--- src/rtl/pipeline_control_if.sv ---
// Pipeline sequencer bundle: hazard/status inputs from the stage modules
// and enable/valid/forward/status outputs back to them.
interface pipeline_control_if #(
    parameter int NUM_STAGES = 5,
    parameter int REG_ADDR_W = 5
);
    logic                  i_FetchValid;
    logic [REG_ADDR_W-1:0] i_ID_Rs1;
    logic [REG_ADDR_W-1:0] i_ID_Rs2;
    logic                  i_ID_UsesRs1;
    logic                  i_ID_UsesRs2;
    logic [REG_ADDR_W-1:0] i_EX_Rs1;
    logic [REG_ADDR_W-1:0] i_EX_Rs2;
    logic [REG_ADDR_W-1:0] i_EX_Rd;
    logic                  i_EX_RegWrite;
    logic                  i_EX_IsLoad;
    logic [REG_ADDR_W-1:0] i_MEM_Rd;
    logic                  i_MEM_RegWrite;
    logic [REG_ADDR_W-1:0] i_WB_Rd;
    logic                  i_WB_RegWrite;
    logic                  i_MEM_Busy;
    logic                  i_Redirect;

    logic                  o_PCEnable;
    logic [NUM_STAGES-1:0] o_StageEnable;
    logic [NUM_STAGES-1:0] o_StageValid;
    logic [1:0]            o_FwdA;
    logic [1:0]            o_FwdB;
    logic                  o_Stall;
    logic                  o_MemTimeout;
    logic [31:0]           o_RetiredCount;
    logic [31:0]           o_StallCycles;

    // Sequencer side
    modport master (
        input  i_FetchValid, i_ID_Rs1, i_ID_Rs2, i_ID_UsesRs1, i_ID_UsesRs2,
        input  i_EX_Rs1, i_EX_Rs2, i_EX_Rd, i_EX_RegWrite, i_EX_IsLoad,
        input  i_MEM_Rd, i_MEM_RegWrite, i_WB_Rd, i_WB_RegWrite,
        input  i_MEM_Busy, i_Redirect,
        output o_PCEnable, o_StageEnable, o_StageValid, o_FwdA, o_FwdB,
        output o_Stall, o_MemTimeout, o_RetiredCount, o_StallCycles
    );

    // Datapath / stage side
    modport slave (
        output i_FetchValid, i_ID_Rs1, i_ID_Rs2, i_ID_UsesRs1, i_ID_UsesRs2,
        output i_EX_Rs1, i_EX_Rs2, i_EX_Rd, i_EX_RegWrite, i_EX_IsLoad,
        output i_MEM_Rd, i_MEM_RegWrite, i_WB_Rd, i_WB_RegWrite,
        output i_MEM_Busy, i_Redirect,
        input  o_PCEnable, o_StageEnable, o_StageValid, o_FwdA, o_FwdB,
        input  o_Stall, o_MemTimeout, o_RetiredCount, o_StallCycles
    );
endinterface

--- src/rtl/pipeline_control.sv ---
// Pipeline sequencer: stage valids/enables, interlocks, forwarding, MEM hang watch.
// Optional perf counters built when PIPELINE_PERF_COUNTERS_EN is defined.
module pipeline_control #(
    parameter int NUM_STAGES  = 5,
    parameter int REG_ADDR_W  = 5,
    parameter int MEM_TIMEOUT = 15
) (
    input  logic                 i_Clock,
    input  logic                 i_Reset_n,
    pipeline_control_if.master   bus
);
    localparam int LAST = NUM_STAGES - 1;
    localparam int MEMS = NUM_STAGES - 2;
    localparam int TW   = $clog2(MEM_TIMEOUT + 1);
    localparam logic [TW-1:0] TMAX = TW'(MEM_TIMEOUT);

    logic [NUM_STAGES-1:1] vld_q;
    logic [NUM_STAGES-1:0] vld;
    logic                  busy;
    logic                  redirect;
    logic                  hazard;
    logic                  load_use;
    logic                  stall;
    logic                  rs1_hit;
    logic                  rs2_hit;
    logic                  mem_ok;
    logic                  wb_ok;
    logic [NUM_STAGES-1:0] en;
    logic                  pc_en;
    logic [TW-1:0]         to_cnt;
    logic [TW-1:0]         to_nxt;
    logic                  to_flag;

    assign vld = {vld_q, bus.i_FetchValid};

    // A busy MEM stage overrides everything; redirect then beats load-use.
    assign busy     = bus.i_MEM_Busy;
    assign redirect = ~busy & bus.i_Redirect & vld[2];

    assign rs1_hit = bus.i_ID_UsesRs1 & (bus.i_ID_Rs1 == bus.i_EX_Rd);
    assign rs2_hit = bus.i_ID_UsesRs2 & (bus.i_ID_Rs2 == bus.i_EX_Rd);
    assign hazard  = vld[1] & vld[2] & bus.i_EX_IsLoad & bus.i_EX_RegWrite
                   & (|bus.i_EX_Rd) & (rs1_hit | rs2_hit);
    assign load_use = hazard & ~busy & ~redirect;
    assign stall    = busy | load_use;

    // Combinational load enables for PC and the inter-stage registers.
    always_comb begin
        en    = '1;
        pc_en = 1'b1;
        unique case (1'b1)
            busy: begin
                en[LAST-1:0] = '0;
                pc_en        = 1'b0;
            end
            load_use: begin
                en[1:0] = 2'b00;
                pc_en   = 1'b0;
            end
            default: ;
        endcase
    end

    // Stage valid bits: hold, squash or shift depending on the cycle's event.
    always_ff @(posedge i_Clock or negedge i_Reset_n) begin
        if (!i_Reset_n) begin
            vld_q <= '0;
        end else begin
            unique case (1'b1)
                busy: begin
                    vld_q[LAST] <= 1'b0;
                end
                redirect: begin
                    vld_q[1] <= 1'b0;
                    vld_q[2] <= 1'b0;
                    for (int k = 3; k < NUM_STAGES; k++)
                        vld_q[k] <= vld[k-1];
                end
                load_use: begin
                    vld_q[2] <= 1'b0;
                    for (int k = 3; k < NUM_STAGES; k++)
                        vld_q[k] <= vld[k-1];
                end
                default: begin
                    for (int k = 1; k < NUM_STAGES; k++)
                        vld_q[k] <= vld[k-1];
                end
            endcase
        end
    end

    // EX operand bypass: the younger MEM result wins over WB.
    assign mem_ok = vld[MEMS] & bus.i_MEM_RegWrite & (|bus.i_MEM_Rd);
    assign wb_ok  = vld[LAST] & bus.i_WB_RegWrite & (|bus.i_WB_Rd);

    assign bus.o_FwdA = (mem_ok && bus.i_MEM_Rd == bus.i_EX_Rs1) ? 2'b01 :
                        (wb_ok  && bus.i_WB_Rd  == bus.i_EX_Rs1) ? 2'b10 :
                                                                   2'b00;
    assign bus.o_FwdB = (mem_ok && bus.i_MEM_Rd == bus.i_EX_Rs2) ? 2'b01 :
                        (wb_ok  && bus.i_WB_Rd  == bus.i_EX_Rs2) ? 2'b10 :
                                                                   2'b00;

    assign to_nxt = (to_cnt == TMAX) ? to_cnt : to_cnt + 1'b1;

    // Saturating busy-run counter with a sticky hang flag.
    always_ff @(posedge i_Clock or negedge i_Reset_n) begin
        if (!i_Reset_n) begin
            to_cnt  <= '0;
            to_flag <= 1'b0;
        end else if (busy) begin
            to_cnt <= to_nxt;
            if (to_nxt == TMAX)
                to_flag <= 1'b1;
        end else begin
            to_cnt <= '0;
        end
    end

`ifdef PIPELINE_PERF_COUNTERS_EN
    logic [31:0] ret_q;
    logic [31:0] stl_q;

    // Free-running retire and stall counters, wrapping at 2^32.
    always_ff @(posedge i_Clock or negedge i_Reset_n) begin
        if (!i_Reset_n) begin
            ret_q <= '0;
            stl_q <= '0;
        end else begin
            ret_q <= ret_q + {31'd0, vld[LAST]};
            stl_q <= stl_q + {31'd0, stall};
        end
    end

    assign bus.o_RetiredCount = ret_q;
    assign bus.o_StallCycles  = stl_q;
`else
    assign bus.o_RetiredCount = '0;
    assign bus.o_StallCycles  = '0;
`endif

    assign bus.o_PCEnable    = pc_en;
    assign bus.o_StageEnable = en;
    assign bus.o_StageValid  = vld;
    assign bus.o_Stall       = stall;
    assign bus.o_MemTimeout  = to_flag;

endmodule

--- src/flat_wrapper.sv ---
// flat-port wrapper written by rule: the top's interface ports become plain ports
module pipeline_control_flat 
#(
    parameter int NUM_STAGES  = 5,
    parameter int REG_ADDR_W  = 5,
    parameter int MEM_TIMEOUT = 15
)
  (i_Clock, i_Reset_n, bus_i_FetchValid, bus_i_ID_Rs1, bus_i_ID_Rs2, bus_i_ID_UsesRs1, bus_i_ID_UsesRs2, bus_i_EX_Rs1, bus_i_EX_Rs2, bus_i_EX_Rd, bus_i_EX_RegWrite, bus_i_EX_IsLoad, bus_i_MEM_Rd, bus_i_MEM_RegWrite, bus_i_WB_Rd, bus_i_WB_RegWrite, bus_i_MEM_Busy, bus_i_Redirect, bus_o_PCEnable, bus_o_StageEnable, bus_o_StageValid, bus_o_FwdA, bus_o_FwdB, bus_o_Stall, bus_o_MemTimeout, bus_o_RetiredCount, bus_o_StallCycles);
  pipeline_control_if #(.NUM_STAGES(NUM_STAGES), .REG_ADDR_W(REG_ADDR_W)) bus_i ();
  input  logic i_Clock;
  input  logic i_Reset_n;
  input wire logic [$bits(bus_i.i_FetchValid)-1:0] bus_i_FetchValid;
  input wire logic [$bits(bus_i.i_ID_Rs1)-1:0] bus_i_ID_Rs1;
  input wire logic [$bits(bus_i.i_ID_Rs2)-1:0] bus_i_ID_Rs2;
  input wire logic [$bits(bus_i.i_ID_UsesRs1)-1:0] bus_i_ID_UsesRs1;
  input wire logic [$bits(bus_i.i_ID_UsesRs2)-1:0] bus_i_ID_UsesRs2;
  input wire logic [$bits(bus_i.i_EX_Rs1)-1:0] bus_i_EX_Rs1;
  input wire logic [$bits(bus_i.i_EX_Rs2)-1:0] bus_i_EX_Rs2;
  input wire logic [$bits(bus_i.i_EX_Rd)-1:0] bus_i_EX_Rd;
  input wire logic [$bits(bus_i.i_EX_RegWrite)-1:0] bus_i_EX_RegWrite;
  input wire logic [$bits(bus_i.i_EX_IsLoad)-1:0] bus_i_EX_IsLoad;
  input wire logic [$bits(bus_i.i_MEM_Rd)-1:0] bus_i_MEM_Rd;
  input wire logic [$bits(bus_i.i_MEM_RegWrite)-1:0] bus_i_MEM_RegWrite;
  input wire logic [$bits(bus_i.i_WB_Rd)-1:0] bus_i_WB_Rd;
  input wire logic [$bits(bus_i.i_WB_RegWrite)-1:0] bus_i_WB_RegWrite;
  input wire logic [$bits(bus_i.i_MEM_Busy)-1:0] bus_i_MEM_Busy;
  input wire logic [$bits(bus_i.i_Redirect)-1:0] bus_i_Redirect;
  output wire logic [$bits(bus_i.o_PCEnable)-1:0] bus_o_PCEnable;
  output wire logic [$bits(bus_i.o_StageEnable)-1:0] bus_o_StageEnable;
  output wire logic [$bits(bus_i.o_StageValid)-1:0] bus_o_StageValid;
  output wire logic [$bits(bus_i.o_FwdA)-1:0] bus_o_FwdA;
  output wire logic [$bits(bus_i.o_FwdB)-1:0] bus_o_FwdB;
  output wire logic [$bits(bus_i.o_Stall)-1:0] bus_o_Stall;
  output wire logic [$bits(bus_i.o_MemTimeout)-1:0] bus_o_MemTimeout;
  output wire logic [$bits(bus_i.o_RetiredCount)-1:0] bus_o_RetiredCount;
  output wire logic [$bits(bus_i.o_StallCycles)-1:0] bus_o_StallCycles;
  assign bus_i.i_FetchValid = bus_i_FetchValid;
  assign bus_i.i_ID_Rs1 = bus_i_ID_Rs1;
  assign bus_i.i_ID_Rs2 = bus_i_ID_Rs2;
  assign bus_i.i_ID_UsesRs1 = bus_i_ID_UsesRs1;
  assign bus_i.i_ID_UsesRs2 = bus_i_ID_UsesRs2;
  assign bus_i.i_EX_Rs1 = bus_i_EX_Rs1;
  assign bus_i.i_EX_Rs2 = bus_i_EX_Rs2;
  assign bus_i.i_EX_Rd = bus_i_EX_Rd;
  assign bus_i.i_EX_RegWrite = bus_i_EX_RegWrite;
  assign bus_i.i_EX_IsLoad = bus_i_EX_IsLoad;
  assign bus_i.i_MEM_Rd = bus_i_MEM_Rd;
  assign bus_i.i_MEM_RegWrite = bus_i_MEM_RegWrite;
  assign bus_i.i_WB_Rd = bus_i_WB_Rd;
  assign bus_i.i_WB_RegWrite = bus_i_WB_RegWrite;
  assign bus_i.i_MEM_Busy = bus_i_MEM_Busy;
  assign bus_i.i_Redirect = bus_i_Redirect;
  assign bus_o_PCEnable = bus_i.o_PCEnable;
  assign bus_o_StageEnable = bus_i.o_StageEnable;
  assign bus_o_StageValid = bus_i.o_StageValid;
  assign bus_o_FwdA = bus_i.o_FwdA;
  assign bus_o_FwdB = bus_i.o_FwdB;
  assign bus_o_Stall = bus_i.o_Stall;
  assign bus_o_MemTimeout = bus_i.o_MemTimeout;
  assign bus_o_RetiredCount = bus_i.o_RetiredCount;
  assign bus_o_StallCycles = bus_i.o_StallCycles;
  pipeline_control #(.NUM_STAGES(NUM_STAGES), .REG_ADDR_W(REG_ADDR_W), .MEM_TIMEOUT(MEM_TIMEOUT)) u_core (.i_Clock(i_Clock), .i_Reset_n(i_Reset_n), .bus(bus_i));
endmodule
--- config.mk ---
export PLATFORM = sky130hd
export DESIGN_NAME = pipeline_control_flat
export DESIGN_NICKNAME = d
export VERILOG_FILES = /design/src/rtl/pipeline_control_if.sv /design/src/rtl/pipeline_control.sv /design/src/flat_wrapper.sv
export SDC_FILE = /design/constraint.sdc
export NUM_CORES = 1
export LEC_CHECK = 0
export BUFFER_PORTS_ARGS = -buffer_cell sky130_fd_sc_hd__buf_2
export CORE_ASPECT_RATIO = 0.9
export CORE_UTILIZATION = 41
export CTS_BUF_LIST = sky130_fd_sc_hd__clkbuf_8
export CTS_CLUSTER_SIZE = 40
export DETAILED_ROUTE_END_ITERATION = 8
export PLACE_DENSITY = 0.91
export SYNTH_ARGS = -nofsm -noshare
export SYNTH_HDL_FRONTEND = slang
export SYNTH_SLANG_ARGS = --single-unit
--- constraint.sdc ---
create_clock -name i_Clock -period 2.82 [get_ports i_Clock]
set_clock_uncertainty 0.15 [all_clocks]
set_input_delay 0.141 -clock i_Clock [delete_from_list [all_inputs] [get_ports i_Clock]]
set_output_delay 0.141 -clock i_Clock [all_outputs]
set_load 0.01 [all_outputs]
## After elaboration in Yosys (flattened, before gate mapping)

Index checks and enable logic that the tools add are counted.

| operators by class | value |
|---|---|
| add/sub/neg operators | 1 |
| equal/unequal tests | 8 |
| muxes and demuxes | 12 |
| bitwise gates (word level) | 19 |
| reductions and logical operators | 10 |

Operators by type and width:

| cell | number |
|---|---|
| 5-bit == test | 6 |
| 1-bit bitwise AND | 15 |
| 5-bit OR reduction | 3 |
| 2-bit 2-to-1 mux | 6 |
| 4-bit == test (second input constant) | 2 |
| 4-bit 2-to-1 mux | 2 |
| 4-bit by 1-bit adder with 4-bit output (second input constant) | 1 |
| 1-bit logical AND | 4 |
| 2-bit one-hot mux with 2 select lines | 1 |
| 2-bit OR reduction | 2 |
| 1-bit 2-to-1 mux | 2 |
| 1-bit inverter | 2 |
| 1-bit OR | 2 |
| 1-bit one-hot mux with 2 select lines | 1 |
| 2-bit AND reduction | 1 |

| storage, ports and cells | value |
|---|---|
| flip-flop bits (word level) | 9 |
| input port bits | 46 |
| output and inout port bits | 81 |
| word-level logic and storage cells | 55 |

## Longest topological paths before layout

Gate-level depths: netlist of run 1.

| logic depth | value |
|---|---|
| depth in word-level cells | 9 |
| gate-level depth with buffers | 5 |
| depth with buffers taken out | 5 |

## Worst setup path after synthesis of run 1

OpenSTA, ideal clock, no wires.

| path | value |
|---|---|
| kind | input-to-output |
| start | in bus_i_EX_Rd[1] |
| end | out bus_o_StageEnable[0] |
| arrival | 1.365 ns |
| required time | 2.529 ns |
| path slack | 1.164 ns |
| stages | 5 |
| buffers on the path | 1 |
| cell sequence | or4_1 o211ai_2 inv_2 a31oi_2 buf_4 |

| on the way | value |
|---|---|
| cells in the longest elaborated chain, start to end | 8 |
| elaborated cells between the ends (all ways) | 12 |
| those cells by class | eq/ne (2); mux (1); bitwise (7); reduce/logical (2) |

Ends and longest elaborated chain:

| element | RTL line | source |
|---|---|---|
| from (decl) | flat_wrapper.sv:19 | `input wire logic [$bits(bus_i.i_EX_Rd)-1:0] bus_i_EX_Rd;` |
| 5-bit == test, on equally long branches | pipeline_control.sv:40, pipeline_control.sv:41 |  |
| 1-bit bitwise AND, on equally long branches | pipeline_control.sv:40, pipeline_control.sv:41 |  |
| 1-bit OR | pipeline_control.sv:43 | `& (\|bus.i_EX_Rd) & (rs1_hit \| rs2_hit);` |
| 1-bit bitwise AND * | pipeline_control.sv:43 |  |
| 1-bit bitwise AND * (2 in series) | pipeline_control.sv:44 | `assign load_use = hazard & ~busy & ~redirect;` |
| 2-bit OR reduction (no source line) * | - |  |
| 2-bit 2-to-1 mux * | pipeline_control.sv:51 | `unique case (1'b1)` |
| to (decl) | flat_wrapper.sv:29 | `output wire logic [$bits(bus_i.o_StageEnable)-1:0] bus_o_StageEnable;` |

Mark *: on every way between the ends. The rest lies on a longest branch, timed or not.

## Worst setup path after layout of run 1

| path | value |
|---|---|
| start | reg u_core.vld_q[4] (netlist name) |
| end | out bus_o_FwdB[1] |

| on the way | value |
|---|---|
| cells in the longest elaborated chain, start to end | 5 |

Ends and longest elaborated chain:

| element | RTL line | source |
|---|---|---|
| from (decl) | pipeline_control.sv:17 | `logic [NUM_STAGES-1:1] vld_q;` |
| from (signal, indexed assignment) | pipeline_control.sv:77 | `vld_q[k] <= vld[k-1];` |
| from (signal, indexed assignment) | pipeline_control.sv:82 | `vld_q[k] <= vld[k-1];` |
| from (signal, indexed assignment) | pipeline_control.sv:86 | `vld_q[k] <= vld[k-1];` |
| 1-bit bitwise AND (2 in series) | pipeline_control.sv:94 | `assign wb_ok = vld[LAST] & bus.i_WB_RegWrite & (\|bus.i_WB_Rd);` |
| 1-bit logical AND | pipeline_control.sv:100 | `(wb_ok && bus.i_WB_Rd == bus.i_EX_Rs2) ? 2'b10 :` |
| 2-bit 2-to-1 mux | pipeline_control.sv:100 |  |
| 2-bit 2-to-1 mux | pipeline_control.sv:99 | `assign bus.o_FwdB = (mem_ok && bus.i_MEM_Rd == bus.i_EX_Rs2) ? 2'b01 :` |
| to (decl) | flat_wrapper.sv:32 | `output wire logic [$bits(bus_i.o_FwdB)-1:0] bus_o_FwdB;` |

No other way between the ends.

==> metrics.txt, run 1 <==
combinational power share approximately 38%; count of inserted antenna diode cells 0; count of TritonRoute iterations in the first routing pass 4; wire length per cell 10.1 um; shortest period the worst path allows 1.91 ns; register area ~230 um^2; post-detailed-route via-to-cell ratio ~4.2; aggregate routed wire length 2660 um; post-synthesis area per instance approximately 8.4 um^2; global-route met3 utilization under 10%; top cells by area in the synthesized netlist sky130_fd_sc_hd__buf_4 38%, sky130_fd_sc_hd__dfrtp_1 16%, sky130_fd_sc_hd__xnor2_1 11%; full die area roughly 0.0036 mm^2; post-synthesis instance area around 0.0014 mm^2; number of instances in the synthesized netlist 162; Static Leak approximately 0.8 nW; count of flip-flops with a built-in enable after synthesis 0; Critical Path Start Type flop; antenna violations before repair 0; net switching power about 0.17 mW; proportion of synthesized chip area in sequential cells between 15 and 20%; crit-path max FO 2; pre-CTS setup slack between 1 and 1.5 ns; multi-input combinational cell area between 800 and 900 um^2; share of flip-flops with an asynchronous set or reset after synthesis 100%; clk slew on worst S/H paths 0.05 ns; core region area 0.00311 mm^2; number of cells upsized or downsized after cts 0; unrepaired setup endpoints after global routing no; synth cell count leaders 69 x sky130_fd_sc_hd__buf_4, 17 x sky130_fd_sc_hd__xnor2_1, 14 x sky130_fd_sc_hd__xor2_1; hold crit path type input pin to flop; count of nets after finishing 270; status finished clean; # port buffers between 60 and 70; required time of the critical path 2.53 ns; power density over cell area 320 mW/mm^2; GRT Residual Overflow 0; clock sinks 9; portion of synthesized cell area occupied by the leading cell type ~38%; Clock Power Share between 30% and 40%; Inserted Clock Buffers 3; Max Root-Sink Buffers 2; achievable clock frequency between 0.5 and 0.6 GHz; final total negative setup slack 0 ns; Setup Viol. Count Final 0; ys flop type sky130_fd_sc_hd__dfrtp_1; final-layout worst hold slack between 0.04 and 0.05 ns; DRC violations left 0; Final Slew Violations 0; number of routed nets with antenna violations 0; worst skew pair latency about 0.23 ns; grt met1 use 15.5%; Data arrival, critical path 1.61 ns; Switching Share a little over a third; total routing usage reported by global routing 14.8%; fraction of layout cells with a size suffix above 1 between 30% and 40%; Ports approximately 130; overall die width ~63 um; Top Usage Layer GRT met2; total number of vias 1115; register bit total from synthesis 9; detailed placement HPWL 2310 um; warning count from the yosys run 0; Starting Density 44.0%; number of max-cap violations 0; H-Tree Depth 1; routability cong. roughly 0.77; global-route track usage on met2 28.0%; CTS tree built; largest net degree at the start of global routing 10; Total Power 0.480 mW; slack of the critical path between 0.9 and 1 ns; clk root buf sky130_fd_sc_hd__clkbuf_8; worst voltage drop across the vdd grid 0.000315 V; core utilization of the finished layout between 40 and 50%; Die Ht 56.8 um; Synth-to-Final Area Change 9.60%; number of failing hold endpoints at the final stage 0; global-route wire length before repair 4180 um; library cell occupying the most area in the post-synthesis netlist sky130_fd_sc_hd__buf_4; via count of the first global-routing pass about 960; detailed router's first-iteration violation count 17; fill cell total of the finished layout 313; placement row count 19; Int Pwr roughly 0.31 mW; kind of critical path flop to output pin; Cell variety after synth 31; most frequent cell after synthesis sky130_fd_sc_hd__buf_4; sort of element at the end of the critical path output pin; Seq pwr share 32.0%; final clock period utilization by the worst path between 60% and 70%
[metal layers]
| layer | vias to the layer above | wire (um) |
|---|---|---|
| met3 | 6 | 239 |
| met1 | 509 | 972 |
| met4 | 0 | 54 |
| li1 | 528 | - |
| met2 | 72 | 1390 |
| met5 | - | 0 |
[power by group through the flow]
stage	Clock, mW	Sequential [mW]	Combinational, mW
floorplan	0	0.156	0.173
global placement	0	0.155	0.173
detailed placement	0	0.155	0.178
CTS	0.152	0.153	0.180
global route	0.158	0.156	0.199
finish	0.147	0.153	0.180
[critical path, stage by stage (launching register included)]
cell,delay (ns)
sky130_fd_sc_hd__dfrtp_1,0.36
sky130_fd_sc_hd__o211ai_1,0.11
sky130_fd_sc_hd__or4_1,0.59
sky130_fd_sc_hd__nor4_2,0.15
sky130_fd_sc_hd__buf_2,0.17
[layout by cell type (no fill, tap or decap), drive strengths merged]
cell type | netlist | final
nand2b | 2 | 2
nand2 | 5 | 5
o31ai | 1 | 1
dfrtp | 9 | 9
nand4 | 2 | 2
xor2 | 14 | 14
nor3 | 1 | 1
xnor2 | 17 | 17
mux2i | 1 | 1
and2 | 1 | 1
nor2b | 1 | 1
a31oi | 2 | 2
nor4 | 4 | 4
conb | 2 | 65
or4 | 5 | 5
mux2 | 1 | 1
o211ai | 3 | 3
a31o | 1 | 1
nand3 | 7 | 7
and4b | 1 | 1
o21ai | 2 | 2
nor2 | 2 | 2
clkbuf | 0 | 3
o22ai | 2 | 2
buf | 69 | 61
a211oi | 1 | 1
dlygate4sd3 | 0 | 1
inv | 5 | 6
ha | 1 | 1
[sequential cells by signal, summed over array words and instances, names as in the netlist]
name	cells
u_core.bus.o_MemTimeout	1
u_core.to_cnt	4
u_core.vld_q	4
[final timing paths]
path | to | from | cells past startpoint | slack [ns]
worst min register to register | u_core.bus.o_MemTimeout | u_core.bus.o_MemTimeout | 1 | 0.31
worst min-delay path | u_core.vld_q[1] | bus_i_FetchValid | 3 | 0.04
min in group asynchronous | u_core.to_cnt[1] | i_Reset_n | 2 | 0.14
worst max register to register | u_core.bus.o_MemTimeout | u_core.to_cnt[0] | 5 | 1.23
max in group asynchronous | u_core.vld_q[2] | i_Reset_n | 2 | 2.21
worst max-delay path | bus_o_FwdB[1] | u_core.vld_q[4] | 4 | 0.91
[metrics by stage]
stage,cell area [um^2],instances
5_1_grt,1500,264
4_1_cts,1500,264
3_5_place_dp,1450,259
6_report,1500,264
3_3_place_gp,1450,259
2_1_floorplan,1610,225
[cell type report]
class                      count  share of cell area, %
sequential                     9                   15.0
multi-input combinational    142                   56.2
timing repair buffer          62                   21.0
tap                           42                   3.50
clock buffer                   3                   2.75
clock inverter                 1                  0.250
inverter                       5                   1.25
[logic make-up after synthesis]
logic type / share of synthesized area [%]
buffers and inverters: 39.2
xor gates and xnor gates: 19.8
and+or+nand+nor: 14.0
AOI/OAI and AO/OA: 7.50
DFF: 16.5
other: 0.549
muxes: 1.55
adders and majority gates: 0.914
[what timing repair did]
action                                 in CTS  in global routing
setup buffers                               0                  0
hold buffers                                1                  0
endpoints found under the hold margin       9                  0
Power figures use the tool's default switching activity.
==> inputs of run 2 (changes only) <==
CORE_UTILIZATION = 38   (was 41)
PLACE_DENSITY = 0.85   (was 0.91)
clock period = 1.9 ns   (was 2.82 ns; I/O delays follow)
==> metrics.txt, run 2 (synthesis gave the netlist of run 1 again) <==
Switching Share between 30% and 40%; overall die width around 65 um; wire length per cell a little over 9 um; worst skew pair latency 0.23 ns; fraction of layout cells with a size suffix above 1 32.7%; Worst Setup EP bus_o_FwdB[1]; kind of critical path flop to output pin; core region area 0.00340 mm^2; core utilization of the finished layout 44.4%; power density over cell area 466 mW/mm^2; Static Leak around 0.82 nW; final clock period utilization by the worst path between 90% and 100%; DRC violations left 0; count of nets after finishing around 270; # port buffers 61; Synth-to-Final Area Change 10.5%; Final Slew Violations 0; unrepaired setup endpoints after global routing no; Inserted Clock Buffers 3; count of inserted antenna diode cells 0; required time of the critical path about 1.7 ns; Least-Margin Pin Slew 0.546 ns; Die Ht roughly 59 um; commonest non-fill, non-tap cell in the layout sky130_fd_sc_hd__conb_1; Data arrival, critical path roughly 1.6 ns; reg-to-reg startpoint u_core.to_cnt[0]; R2R depth 5; number of instances in the placed design roughly 260; net switching power 0.249 mW; detailed router's first-iteration violation count 12; number of cells upsized or downsized after cts 0; placement row count 20; number of hold-repair buffers added at the cts stage 2; Reg-to-Reg End u_core.bus.o_MemTimeout; Starting Density a little over 40%; worst voltage drop across the vdd grid between 0.0005 and 0.0006 V; post-detailed-route via-to-cell ratio around 4.0; combinational power share 38.1%; clk slew on worst S/H paths approximately 0.040 ns; shortest period the worst path allows 1.81 ns; Setup Viol. Count Final 0; total number of vias 1065; Relative slew margins between 60% and 70%; crit-path max FO 2; hold crit path type input pin to flop; number of max-cap violations 0; global-route wire length before repair around 3600 um; Int Pwr between 0.4 and 0.5 mW; achievable clock frequency between 0.5 and 0.6 GHz; number of failing hold endpoints at the final stage 0; status finished clean; final total negative setup slack 0 ns; Total Power a little over 0.7 mW; count of placed standard cells in the final layout, fillers left out roughly 270; total routing usage reported by global routing roughly an eighth; GRT Residual Overflow 0; detailed placement HPWL about 2200 um; commonest non-fill, non-tap cells in the layout 65 x sky130_fd_sc_hd__conb_1, 61 x sky130_fd_sc_hd__buf_2, 17 x sky130_fd_sc_hd__xnor2_1, 14 x sky130_fd_sc_hd__xor2_1, 9 x sky130_fd_sc_hd__dfrtp_1; via count of the first global-routing pass approximately 830; Critical Path Start Type flop; routability cong. roughly 0.72; count of TritonRoute iterations in the first routing pass 4; start point of the critical path u_core.vld_q[4]; H-Tree Depth 1; CTS tree built; Seq pwr share roughly 32%; Ports between 100 and 150; antenna violations before repair 0; number of routed nets with antenna violations 0; full die area 0.00385 mm^2; minimum setup slack among reg-to-reg paths about 0.33 ns; Max Root-Sink Buffers 2; Clock Power Share 29.7%; sort of element at the end of the critical path output pin; buffers inserted by post-CTS timing repair 0; clk root buf sky130_fd_sc_hd__clkbuf_8; clock sinks 9; aggregate routed wire length around 2500 um; largest net degree at the start of global routing 10
## run 2: cell types whose count changed in the layout (fill, tap and decap cells not counted)
cell / before / now
sky130_fd_sc_hd__dlygate4sd3_1: 1 / 2
## run 2: routing by layer
metal	routed length [um]	GRT usage (%)	up-vias	part of all wire, %
met4	0	2.80	0	0
met2	1280	23.1	70	51
met1	951	13.4	469	38
met5	0	0	-	0
li1	-	-	526	-
met3	261	3.29	0	10
## run 2: layout make-up
| type | count | area (um^2) |
|---|---|---|
| clock buffer | 3 | 41.3 |
| clock inverter | 1 | 3.75 |
| fill | 340 | 1890 |
| inverter | 5 | 18.8 |
| multi-input combinational | 142 | 843 |
| sequential | 9 | 225 |
| tap | 44 | 55.1 |
| timing repair buffer | 63 | 325 |
## run 2: worst max-delay path, stage by stage (launching register included)
cell                       delay (ns)
sky130_fd_sc_hd__dfrtp_1         0.35
sky130_fd_sc_hd__o211ai_1        0.10
sky130_fd_sc_hd__or4_1           0.57
sky130_fd_sc_hd__nor4_2          0.15
sky130_fd_sc_hd__buf_2           0.16
## run 2: per-stage QoR
step	hold WS (ns)	cell area (um^2)	setup slack, ns
2_1_floorplan	-0.351	1610	0.336
3_3_place_gp	-0.199	1450	0.238
3_5_place_dp	-0.199	1450	0.167
4_1_cts	0.00682	1510	0.0818
5_1_grt	0.0210	1510	0.0332
6_report	0.0118	1510	0.0946
## run 2: how the worst min path moves through the flow
stage                                    to           start  depth (start not counted)  slack [ns]
CTS                         u_core.vld_q[2]  bus_i_Redirect                          4       0.007
global route                u_core.vld_q[2]  bus_i_Redirect                          4        0.02
detailed placement         u_core.to_cnt[0]       i_Reset_n                          1       -0.20
floorplan           u_core.bus.o_MemTimeout       i_Reset_n                          0       -0.35
global placement           u_core.to_cnt[0]       i_Reset_n                          1       -0.20
finish                      u_core.vld_q[2]  bus_i_Redirect                          4        0.01
## run 2: power groups by stage
stage | combinational (mW) | clock [mW] | sequential [mW]
after global placement | 0.259 | 0 | 0.230
after floorplan | 0.257 | 0 | 0.231
after detailed placement | 0.264 | 0 | 0.230
after global routing | 0.298 | 0.232 | 0.230
final | 0.269 | 0.209 | 0.227
after CTS | 0.268 | 0.215 | 0.227
